**config.mk**
```make
export PLATFORM = sky130hd
export DESIGN_NAME = static_alu_issue_sched
export DESIGN_NICKNAME = d
export VERILOG_FILES = /design/src/rtl/static_alu_sched_pkg.sv /design/src/rtl/static_alu_rr_arb.sv /design/src/rtl/static_alu_issue_sched.sv
export SDC_FILE = /design/constraint.sdc
export NUM_CORES = 1
export LEC_CHECK = 0
export CORE_AREA = 3 3 106 108
export CTS_BUF_LIST = sky130_fd_sc_hd__clkbuf_8
export DETAILED_ROUTE_END_ITERATION = 10
export DIE_AREA = 0 0 109 111
export PLACE_DENSITY_LB_ADDON = 0.12
export SETUP_SLACK_MARGIN = 0.05
export SKIP_CTS_REPAIR_TIMING = 1
export SYNTH_ARGS = -nofsm -noshare
export SYNTH_HDL_FRONTEND = slang
export SYNTH_SLANG_ARGS = --single-unit
export TNS_END_PERCENT = 10
```
**constraint.sdc**
```tcl
create_clock -name clk -period 2.05 [get_ports clk]
set_clock_uncertainty 0.15 [all_clocks]
set_input_delay 0.205 -clock clk [delete_from_list [all_inputs] [get_ports clk]]
set_output_delay 0.205 -clock clk [all_outputs]
set_load 0.02 [all_outputs]
```
**src/rtl/static_alu_sched_pkg.sv**
```systemverilog
// Shared definitions for the static ALU issue scheduler.
//   - op encodings for the two-bit ALU operation field
//   - op_lat(): cycles from issue to ALU result for a given op
//   - req_t / rsp_t: unpacked views of one request and one response
package static_alu_sched_pkg;

  typedef enum logic [1:0] {
    OP_ADD  = 2'b00,
    OP_SUB  = 2'b01,
    OP_MUL  = 2'b10,
    OP_RSVD = 2'b11
  } op_e;

  typedef struct packed {
    logic [31:0] a;
    logic [31:0] b;
    logic [1:0]  op;
  } req_t;

  typedef struct packed {
    logic [31:0] result;
    logic        exception;
    logic        overflow;
    logic        underflow;
  } rsp_t;

  // Add/sub use the add pipe; mul and the reserved op use the mul pipe.
  function automatic int unsigned op_lat(input logic [1:0] op,
                                         input int unsigned add_lat,
                                         input int unsigned mul_lat);
    if (op == OP_ADD || op == OP_SUB) begin
      op_lat = add_lat;
    end else begin
      op_lat = mul_lat;
    end
  endfunction

endpackage

```
**src/rtl/static_alu_rr_arb.sv**
```systemverilog
// Masked round-robin arbiter.
//   req      in   N      request vector (already filtered for eligibility)
//   ptr      in   ID_W   highest-priority requester index
//   grant    out  N      one-hot grant, zero when no request
//   grant_id out  ID_W   index of the granted requester
//   grant_valid out 1    some request was granted
// Purely combinational; the pointer register lives in the caller.
module static_alu_rr_arb #(
  parameter  int N    = 2,
  localparam int ID_W = $clog2(N)
) (
  input  logic [N-1:0]    req,
  input  logic [ID_W-1:0] ptr,
  output logic [N-1:0]    grant,
  output logic [ID_W-1:0] grant_id,
  output logic            grant_valid
);

  logic [N-1:0] mask_s;
  logic [N-1:0] pick_s;

  // Requests at or above the pointer win; wrap to the full vector when none are there.
  always_comb begin
    for (int i = 0; i < N; i++) begin
      mask_s[i] = (i >= int'(ptr)) ? 1'b1 : 1'b0;
    end
    pick_s      = ((req & mask_s) != '0) ? (req & mask_s) : req;
    // Isolate the lowest set bit.
    grant       = pick_s & (~pick_s + {{(N-1){1'b0}}, 1'b1});
    grant_valid = |req;
  end

  // Encode the one-hot grant into an index.
  always_comb begin
    grant_id = '0;
    for (int i = 0; i < N; i++) begin
      grant_id = grant_id | (grant[i] ? ID_W'(i) : '0);
    end
  end

endmodule

```
**src/rtl/static_alu_issue_sched.sv**
```systemverilog
// Issue scheduler sharing one fixed-latency ALU among NUM_REQ requesters.
// Round-robin issue of at most one op per cycle; a writeback reservation
// vector guarantees no two results appear in the same cycle, and a parallel
// tag vector routes each result back to its requester.
//   clk, reset                         clock, async active-high reset
//   req_valid/req_ready  [NUM_REQ]     per-requester handshake (ready one-hot or zero)
//   req_a/req_b [NUM_REQ*32], req_op [NUM_REQ*2]  packed request fields
//   alu_operand_a/b, alu_operation     combinational drive of the granted op
//   alu_result + flags                 ALU outputs
//   rsp_valid/rsp_id/rsp_result + flags  routed result (no backpressure)
//   sched_idle                         nothing in flight
// Optional macro STATIC_ALU_SCHED_PERF_EN adds perf_issue_cnt and
// perf_conflict_cnt (saturating 32-bit counters).
module static_alu_issue_sched
  import static_alu_sched_pkg::*;
#(
  parameter  int NUM_REQ = 2,
  parameter  int ADD_LAT = 3,
  parameter  int MUL_LAT = 4,
  localparam int MAX_LAT = (ADD_LAT > MUL_LAT) ? ADD_LAT : MUL_LAT,
  localparam int ID_W    = $clog2(NUM_REQ)
) (
  input  logic                 clk,
  input  logic                 reset,
  input  logic [NUM_REQ-1:0]   req_valid,
  output logic [NUM_REQ-1:0]   req_ready,
  input  logic [NUM_REQ*32-1:0] req_a,
  input  logic [NUM_REQ*32-1:0] req_b,
  input  logic [NUM_REQ*2-1:0] req_op,
  output logic [31:0]          alu_operand_a,
  output logic [31:0]          alu_operand_b,
  output logic [1:0]           alu_operation,
  input  logic [31:0]          alu_result,
  input  logic                 alu_exception,
  input  logic                 alu_overflow,
  input  logic                 alu_underflow,
  output logic                 rsp_valid,
  output logic [ID_W-1:0]      rsp_id,
  output logic [31:0]          rsp_result,
  output logic                 rsp_exception,
  output logic                 rsp_overflow,
  output logic                 rsp_underflow,
`ifdef STATIC_ALU_SCHED_PERF_EN
  output logic [31:0]          perf_issue_cnt,
  output logic [31:0]          perf_conflict_cnt,
`endif
  output logic                 sched_idle
);

  localparam int LW = $clog2(MAX_LAT + 1);

  logic [MAX_LAT:0]           res_r;
  logic [MAX_LAT:0][ID_W-1:0] tag_r;
  logic [ID_W-1:0]            ptr_r;

  req_t             req_s [NUM_REQ];
  logic [LW-1:0]    lat_s [NUM_REQ];
  logic [NUM_REQ-1:0] elig_s;
  logic [NUM_REQ-1:0] blocked_s;
  logic [NUM_REQ-1:0] grant_s;
  logic [ID_W-1:0]  grant_id_s;
  logic             grant_valid_s;
  logic [LW-1:0]    issue_slot_s;
  rsp_t             rsp_s;

  // Unpack requests; a requester is blocked when its completion slot is taken.
  always_comb begin
    for (int i = 0; i < NUM_REQ; i++) begin
      req_s[i].a   = req_a[32*i +: 32];
      req_s[i].b   = req_b[32*i +: 32];
      req_s[i].op  = req_op[2*i +: 2];
      lat_s[i]     = LW'(op_lat(req_op[2*i +: 2], ADD_LAT, MUL_LAT));
      blocked_s[i] = req_valid[i] & res_r[lat_s[i]];
      elig_s[i]    = req_valid[i] & ~res_r[lat_s[i]] & ~reset;
    end
  end

  static_alu_rr_arb #(.N(NUM_REQ)) u_arb (
    .req         (elig_s),
    .ptr         (ptr_r),
    .grant       (grant_s),
    .grant_id    (grant_id_s),
    .grant_valid (grant_valid_s)
  );

  // Handshake and ALU drive; an idle cycle presents add of zeros.
  always_comb begin
    req_ready    = grant_s;
    issue_slot_s = lat_s[grant_id_s] - LW'(1);
    if (grant_valid_s) begin
      alu_operand_a = req_s[grant_id_s].a;
      alu_operand_b = req_s[grant_id_s].b;
      alu_operation = req_s[grant_id_s].op;
    end else begin
      alu_operand_a = 32'd0;
      alu_operand_b = 32'd0;
      alu_operation = OP_ADD;
    end
  end

  // Reservation/tag shift register and round-robin pointer.
  always_ff @(posedge clk or posedge reset) begin
    if (reset) begin
      res_r <= '0;
      tag_r <= '0;
      ptr_r <= '0;
    end else begin
      for (int k = 0; k < MAX_LAT; k++) begin
        res_r[k] <= res_r[k+1];
        tag_r[k] <= tag_r[k+1];
      end
      res_r[MAX_LAT] <= 1'b0;
      tag_r[MAX_LAT] <= '0;
      // Slot L-1 after the shift is the cycle L from now.
      if (grant_valid_s) begin
        res_r[issue_slot_s] <= 1'b1;
        tag_r[issue_slot_s] <= grant_id_s;
        ptr_r <= (grant_id_s == ID_W'(NUM_REQ - 1)) ? '0 : grant_id_s + ID_W'(1);
      end else begin
        ptr_r <= ptr_r;
      end
    end
  end

  // The ALU output is meaningful only when a reservation matures this cycle.
  always_comb begin
    if (res_r[0]) begin
      rsp_s = '{result: alu_result, exception: alu_exception,
                overflow: alu_overflow, underflow: alu_underflow};
      rsp_id = tag_r[0];
    end else begin
      rsp_s  = '0;
      rsp_id = '0;
    end
    rsp_valid     = res_r[0];
    rsp_result    = rsp_s.result;
    rsp_exception = rsp_s.exception;
    rsp_overflow  = rsp_s.overflow;
    rsp_underflow = rsp_s.underflow;
    sched_idle    = ~|res_r;
  end

`ifdef STATIC_ALU_SCHED_PERF_EN
  // Saturating issue and reservation-conflict counters.
  always_ff @(posedge clk or posedge reset) begin
    if (reset) begin
      perf_issue_cnt    <= 32'd0;
      perf_conflict_cnt <= 32'd0;
    end else begin
      if (grant_valid_s && perf_issue_cnt != 32'hFFFF_FFFF) begin
        perf_issue_cnt <= perf_issue_cnt + 32'd1;
      end else begin
        perf_issue_cnt <= perf_issue_cnt;
      end
      if ((|blocked_s) && perf_conflict_cnt != 32'hFFFF_FFFF) begin
        perf_conflict_cnt <= perf_conflict_cnt + 32'd1;
      end else begin
        perf_conflict_cnt <= perf_conflict_cnt;
      end
    end
  end
`endif

endmodule
```
# Yosys cells after proc, flatten, opt, wreduce, memory -nomap -nowiden
# Index checks and enable logic that the tools add are counted.
# word_totals
out_inout_bits,106
inputBits,171
wordCells,65
ff_bits,11
# op_classes
reduce_logical,9
eq_ne,2
magnitude_cmp,6
add_sub_neg,3
n_mux,26
n_bitwise,12
# ops
op,count
66-bit 2-to-1 mux,3
32-bit 2-to-1 mux,2
35-bit 2-to-1 mux,1
3-bit 2-to-1 mux,5
3-bit by 4-bit < comparator with 1-bit output (second input constant),3
5-bit 2-to-1 mux,2
1-bit 2-to-1 mux,7
1-bit binary-select mux with 3-bit select,2
5-bit bitwise mux,1
4-bit by 5-bit bitwise OR with 5-bit output,1
5-bit OR reduction,1
1-bit bitwise AND,4
2-bit bitwise AND,2
2-bit by 1-bit == test with 1-bit output (second input constant),2
2-bit zero test,2
2-bit 2-to-1 mux,2
1-bit demux with 3-bit select,1
3-bit by 1-bit greater-or-equal comparator with 1-bit output (second input constant),1
1-bit inverter,3
3-bit by 1-bit subtractor with 3-bit output (second input constant),1
2-bit by 1-bit adder with 2-bit output (second input constant),1
2-bit greater-or-equal comparator (second input constant),1
1-bit logical OR,2
1-bit inverter with 2-bit output,1
7 further kinds,7

# Logic depth before layout (Yosys ltp)
# Gate-level depths: netlist (run 1).
# logic_depth
word_depth,26
ltp_mapped,6
depth_no_buf,3

# Modules after synthesis
# From an unflattened synthesis (run 1), not the netlist that was laid out.
# unflattened
cells_unflattened,221
hier_area_um2,1784.2
# modules_own_cells
module,area_each_um2,instances,cells_per_inst,seq_area_each_um2
static_alu_issue_sched,1751.7,1,216,225.2
static_alu_rr_arb,32.5,1,5,0.0

# Least setup slack after synthesis (run 1)
# Ideal clock, no wire load.
# synth_timing
kind,flip-flop to output port
from,register res_r[3]
to,output alu_operand_b[15]
t_required_ns,1.695
arrival_ns,1.497
path_buffers,3
path_stages_with_launch,7
setup_slack_ns,0.198
path_cell_list,dfrtp_1 > nor2b_1 > o311a_1 > buf_2 > buf_2 > buf_6 > a22o_1
# synth_between
elab_chain_len,17
elab_cells_between_ends,23
classes_between,add/sub (1); mux (10); bitwise (10); reduce/logical (2)
# synth_lines
item,line_no,text
"start, declared",static_alu_issue_sched.sv:52,logic [MAX_LAT:0] res_r;
"start signal, assigned by index",static_alu_issue_sched.sv:109,res_r[k] <= res_r[k+1];
1-bit binary-select mux with 3-bit select,static_alu_issue_sched.sv:74,elig_s[i] = req_valid[i] & ~res_r[lat_s[i]] & ~reset;
1-bit 2-to-1 mux (implied by the code),static_alu_issue_sched.sv:74,
1-bit inverter,static_alu_issue_sched.sv:74,
1-bit bitwise AND (2 in a row),static_alu_issue_sched.sv:74,
2-bit bitwise AND,static_alu_rr_arb.sv:27,pick_s = ((req & mask_s) != '0) ? (req & mask_s) : req;
2-bit nonzero test,static_alu_rr_arb.sv:27,
2-bit 2-to-1 mux,static_alu_rr_arb.sv:27,
2-bit inverter,static_alu_rr_arb.sv:29,"grant = pick_s & (~pick_s + {{(N-1){1'b0}}, 1'b1});"
2-bit by 1-bit adder with 2-bit output,static_alu_rr_arb.sv:29,
2-bit bitwise AND,static_alu_rr_arb.sv:29,
1-bit 2-to-1 mux,static_alu_rr_arb.sv:37,grant_id = grant_id | (grant[i] ? ID_W'(i) : '0);
1-bit inverter with 2-bit output (implied by the code),static_alu_issue_sched.sv:92,alu_operand_b = req_s[grant_id_s].b;
66-bit 2-to-1 mux (3 in a row),--,
32-bit 2-to-1 mux (*),static_alu_issue_sched.sv:90,if (grant_valid_s) begin
"end, declared",static_alu_issue_sched.sv:31,"output logic [31:0] alu_operand_b,"
# Mark *: on every way between the ends. The rest lies on a longest branch, timed or not. The select of a mux whose other input is x is not followed.

# Final worst setup path (run 1)
# layout_timing
from,register res_r[3]
to,output alu_operand_a[3]
# layout_between
elab_chain_len,17
elab_cells_between_ends,23
classes_between,add/sub (1); mux (10); bitwise (10); reduce/logical (2)
# layout_lines
item,line_no,text
1-bit binary-select mux with 3-bit select,static_alu_issue_sched.sv:74,
1-bit 2-to-1 mux (implied by the code),static_alu_issue_sched.sv:74,
1-bit inverter,static_alu_issue_sched.sv:74,
1-bit bitwise AND (2 in a row),static_alu_issue_sched.sv:74,
2-bit bitwise AND,static_alu_rr_arb.sv:27,
2-bit nonzero test,static_alu_rr_arb.sv:27,
2-bit 2-to-1 mux,static_alu_rr_arb.sv:27,
2-bit inverter,static_alu_rr_arb.sv:29,
2-bit by 1-bit adder with 2-bit output,static_alu_rr_arb.sv:29,
2-bit bitwise AND,static_alu_rr_arb.sv:29,
1-bit 2-to-1 mux,static_alu_rr_arb.sv:37,
1-bit inverter with 2-bit output (implied by the code),static_alu_issue_sched.sv:91,alu_operand_a = req_s[grant_id_s].a;
66-bit 2-to-1 mux (3 in a row),--,
32-bit 2-to-1 mux (*),static_alu_issue_sched.sv:90,
"end, declared",static_alu_issue_sched.sv:30,"output logic [31:0] alu_operand_a,"
# Marks and branches as above.

==> results of run 1 <==
[stage by stage]
step | hold WS [ns] | area (sq um) | cells | setup slack (ns) | TNS, ns
2_1_floorplan | -0.117 | 1300 | 156 | 0.198 | 0
3_3_place_gp | 0.185 | 4240 | 557 | -0.656 | -38.95
3_5_place_dp | 0.186 | 4240 | 557 | -0.671 | -40.45
4_1_cts | 0.194 | 4280 | 561 | -0.689 | -41.18
5_1_grt | 0.210 | 4270 | 568 | -0.190 | -9.32
6_report | 0.191 | 4270 | 568 | -0.117 | -4.36
[cell usage in the layout, fill, tap and decap left out, types with 2 or more instances in the layout]
cell type	n
clkdlybuf4s50_1	189
a22o_1	67
buf_4	52
and2_1	37
clkbuf_2	20
dlymetal6s2s_1	19
dfrtp_1	9
buf_6	6
inv_1	3
clkbuf_8	3
nand2b_4	2
nor2_1	2
clkbuf_16	2
buf_8	2
buf_2	2
buf_12	2
[layer usage]
layer | vias up | share of wire | GRT usage
li1 | 1149 | - | -
met1 | 1103 | 0.31 | 0.135
met2 | 170 | 0.53 | 0.280
met3 | 8 | 0.14 | 0.0693
met4 | 2 | 0.0089 | 0.0210
met5 | - | 0.00069 | 0
[worst max-delay path, stage by stage, from the launching register on]
cell      delay (ns)
dfrtp_1         0.38
buf_4           0.14
nand2b_4        0.06
a311oi_4        0.28
buf_6           0.21
buf_12          0.17
a22o_1          0.19
buf_4           0.15
[logic make-up (layout without fill, tap and decap cells)]
family / Yosys count / count (layout) / synth area share
AO/OA/AOI/OAI: 74 / 74 / 0.497
buffers and inverters: 26 / 302 / 0.102
flip-flops: 9 / 9 / 0.173
AND/OR/NAND/NOR: 47 / 47 / 0.228
[sequential cells by signal, summed over array words and instances (netlist names)]
name and cells:
res_r 4, ptr_r 1, tag_r 4
[final timing paths]
kind / depth (start not counted) / startpoint / to
max in group asynchronous: 3 / reset / tag_r[1]
worst min-delay path: 0 / tag_r[1] / tag_r[0]
worst min register to register: 0 / tag_r[1] / tag_r[0]
min in group asynchronous: 3 / reset / res_r[2]
worst max-delay path: 7 / res_r[3] / alu_operand_a[3]
worst max register to register: 6 / res_r[3] / res_r[3]
[cell type report]
| class | count | area, sq um |
|---|---|---|
| Clock inverter | 1 | 3.75 |
| Inverter | 2 | 7.51 |
| Clock buffer | 3 | 41.3 |
| Timing Repair Buffer | 296 | 2840 |
| Sequential cell | 9 | 225 |
| Tap cell | 136 | 170 |
| Fill cell | 1043 | 6060 |
| Multi-Input combinational cell | 121 | 982 |
[report_power, final]
group,total [mW],internal [mW],switching [mW]
registers,0.212,0.197,0.0144
logic,1.18,0.676,0.502
clock network,0.197,0.130,0.0668
total,1.59,1.00,0.583
==> out/metrics.cfg, run 1 <==
[die]
ios=277
die_area_sq_um=12100
die_w_microns=109
core_sq_um=10300
num_rows=37
initial_core_util=0.126
dieHeight_microns=111

[power]
power_density_nw_per_um2=372
leakagePower_nw=2.10
power_mw=1.59
vdd_drop_max_mv=0.188

[placement]
finalWeightedCongestion=0.785
io_buffers=276
dp_hpwl_microns=8200

[critical_path]
cp-end-kind=primary output
cp-start-kind=flip-flop
path_class=flip-flop to primary output
crit_path_max_fanout=14
ff2ff_setup_slack_ns=0.45
arrival_ns=1.81
worstPathRequired_ns=1.69

[worst_hold_path]
hold_class=flip-flop to flip-flop

[synth]
synth_cells=156
synth_nets=327
synth.top_cells.by_area=a22o_1 45%, and2_1 18%, dfrtp_1 17%
syn_avg_cell_area_sq_um=8.33
ys.flop_type=dfrtp_1
synth_top_area_frac=0.451
ys_top_cells_by_count=67 x a22o_1, 37 x and2_1, 10 x buf_2
yosysTopAreaCell=a22o_1
yosysUniqueCellTypes=22
syn-cell-area_sq_um=1300
yosysMostFrequentCell=a22o_1
synth-edff-count=0
synth-seq-cells=9
seq_area_frac_synth=0.173
ys_warn_count=0
synthArstFlopShare=1.00

[sta]
timing.final.crit_period_ns=2.17
max_slew.worst_pin.slew_ns=0.346
hold_violations=0
finalWorstSetupSlack_ns=-0.117
setup_viol=66
rsz0062_at_grt=true
slew_violations=0
slew_headroom=0.769
final.period_utilization=1.06
clock.fmax_mhz=461

[global_route]
grt_pass1_wl_microns=13600
grt_max_degree=56
grt_pass1_vias=2456
antenna_found_initial=1
grt.total_usage=0.144
grt_overflow=0

[clock_network]
h-tree-depth=1
tritoncts=done
cts_inserted_buffers=3
cts_sinks=9
clock_latency_ns=0.23
root_buffer=clkbuf_8
cts.reportedPaths.clkPinSlew_ns=0.05
clockBufferDepth=2

[route]
antenna_left=0
drt_pass1_iterations=4
drt_iter0_markers=71
post-route-drc-count=0
wire_per_inst_microns=17.9
viasPerCell=4.28
vias=2432
routed_wirelength_microns=10100

[finish]
finalCoreUtilization=0.413
drive_above_1_share=0.222
antenna_cells=0
final_nets=604
syn_to_final_growth_pct=228

[outcome]
status=finished with violations
violations=negative setup slack

[run]
drv_cap=0

No activity file was read; power rests on OpenSTA's default activity.
==> run 2, diff against run 1 <==
CORE_AREA = 3 3 107 109   (was 3 3 106 108)
DIE_AREA = 0 0 110 112   (was 0 0 109 111)
SYNTH_HIERARCHICAL = 1   (was not set)
==> run 2 against run 1 <==
Area after synthesis rose by 37%. Critical path type is now input pin to primary output. The run still ends with negative setup slack left. Register-to-register slack got worse by 0.34 ns. Total power rose by 8.2%. Critical endpoint is now alu_operand_b[8]. Sequential share of layout area fell by 0.80 points. First-iteration DRC count fell by 42%. Hold slack improved by 0.0060 ns. Setup slack got worse by 0.18 ns. Routed wire length fell by 5.9%.
==> out/metrics.cfg, run 2 <==
[route]
drt_pass1_iterations=4
post-route-drc-count=0
wire_per_inst_microns=14.8
vias=2593
drt_iter0_markers=41
viasPerCell=4.03
antenna_left=0
routed_wirelength_microns=9550

[sta]
finalWorstSetupSlack_ns=-0.300
timing.final.crit_period_ns=2.35
max_slew.worst_pin.slew_ns=0.271
final.period_utilization=1.15
rsz0062_at_grt=true
clock.fmax_mhz=426
slew_headroom=0.819
hold_slack_ns=0.197
slew_violations=0
hold_violations=0
setup_viol=67

[clock_network]
tritoncts=done
cts_sinks=9
root_buffer=clkbuf_8
h-tree-depth=1
clockBufferDepth=2
clock_latency_ns=0.23
cts_inserted_buffers=3
cts.reportedPaths.clkPinSlew_ns=0.05

[critical_path]
slowest_stage=clkdlybuf4s50_1
cp-end-kind=primary output
cp_common_cell=buf_6
crit_family=buffers and inverters
worst-path-buf-inv=5
critPathMaxStageDelay_ns=0.47
path_class=input pin to primary output
ff2ff_setup_slack_ns=0.11
crit_path_max_fanout=8
arrival_ns=1.99
cp-start-kind=input pin
cp_cell_sequence=clkdlybuf4s50_1 > inv_1 > a211oi_2 > a21boi_4 > buf_6 > buf_6 > mux2i_1 > nor2b_1 > dlymetal6s2s_1
worstPathRequired_ns=1.69

[power]
pwr-share-seq=0.117
power_density_nw_per_um2=342
p_sw_frac=0.362
power.switching_mw=0.621
leakagePower_nw=2.32
p_clk_frac=0.116
p_int_mw=1.10
vdd_drop_max_mv=0.170
power_mw=1.72
power_frac_comb=0.767

[finish]
drive_above_1_share=0.228
finalCoreUtilization=0.470
final_cell_mix=198 x clkdlybuf4s50_1, 59 x nor2b_1, 54 x mux2i_1, 36 x and2_1, 35 x buf_4
final_nets=676
syn_to_final_growth_pct=182
final_common_cell=clkdlybuf4s50_1
antenna_cells=0
largestRegisters=res_r (4), tag_r (4), ptr_r (1)

[synth]
synth_top_area_frac=0.376
ys_top_cells_by_count=67 x mux2i_1, 67 x nor2b_1, 36 x and2_1
synth.top_cells.by_area=mux2i_1 38%, nor2b_1 23%, and2_1 13%
ys_warn_count=6
synth-seq-cells=9
synth_nets=392
synthArstFlopShare=1.00
synth-edff-count=0
yosysTopAreaCell=mux2i_1
syn_avg_cell_area_sq_um=8.07
yosysUniqueCellTypes=19
seq_area_frac_synth=0.126
ys.flop_type=dfrtp_1
synth_cells=221
syn-cell-area_sq_um=1780

[die]
core_sq_um=10700
dieHeight_microns=112
die_area_sq_um=12300
num_rows=38
ios=277
die_w_microns=110
initial_core_util=0.167

[placement]
io_buffers=276
finalWeightedCongestion=0.775
dpl_worst_slack_ns=-0.908
dp_hpwl_microns=7680

[global_route]
grt_pass1_vias=2629
antenna_found_initial=0
grt.total_usage=0.133
grt_overflow=0
grt_max_degree=44
grt_pass1_wl_microns=13200

[worst_hold_path]
hold_class=flip-flop to flip-flop

[outcome]
status=finished with violations
violations=negative setup slack

[run]
drv_cap=0

==> run 2: path summary, 6_finish.rpt <==
kind                         startpoint               end  depth (start not counted)
setup reg to reg               res_r[3]          res_r[2]                          9
hold reg to reg                tag_r[2]          tag_r[1]                          0
min in group asynchronous         reset          tag_r[2]                          4
hold / removal                 tag_r[2]          tag_r[1]                          0
setup / recovery           req_valid[1]  alu_operand_b[8]                          9
max in group asynchronous         reset          res_r[1]                          4
==> run 2: per-stage QoR <==
stage	area, sq um	instances	setup TNS, ns
after floorplan	1810	221	0
after global placement	4780	628	-51.27
after detailed placement	4780	628	-56.58
after CTS	4830	632	-56.43
after global routing	5020	644	-22.09
final	5020	644	-15.70
==> run 2: power groups by stage <==
stage          clock network [mW]  logic, mW  registers (mW)
6_report                    0.199       1.32           0.201
5_1_grt                     0.213       1.40           0.204
4_1_cts                     0.206       1.30           0.200
3_5_place_dp                    0       1.29           0.203
3_3_place_gp                    0       1.28           0.202
2_1_floorplan                   0      0.546           0.208
==> run 2: final cells by class <==
class / count / area [sq um]
clock inverter: 1 / 5.00
sequential: 9 / 225
multi-input combinational: 183 / 1550
inverter: 5 / 18.8
tap: 140 / 175
clock buffer: 3 / 41.3
timing repair buffer: 303 / 3010
fill: 1087 / 5670
==> run 2: kinds of logic after synthesis <==
| family | Yosys count | share of synthesized area |
|---|---|---|
| AND/OR/NAND/NOR | 110 | 0.384 |
| multiplexers | 67 | 0.376 |
| buffers and inverters | 29 | 0.0912 |
| flip-flops | 9 | 0.126 |
| AO/OA/AOI/OAI | 6 | 0.0224 |
==> run 2: worst register-to-register path: stages, from the launching register on <==
cell and delay (ns):
dfrtp_1 0.39, buf_6 0.13, nand2b_4 0.04, and3_4 0.18, a21boi_4 0.22, buf_6 0.18, buf_12 0.14, mux2i_4 0.22
buf_4 0.13, a21o_1 0.10
==> run 2: per-layer routing <==
metal	track usage	wire length (microns)	part of all wire	up-vias
met1	0.138	3210	0.34	1163
met4	0.0233	55	0.0058	0
met5	0	0	0	-
met2	0.258	5120	0.54	136
met3	0.0388	1170	0.12	4
li1	-	-	-	1290
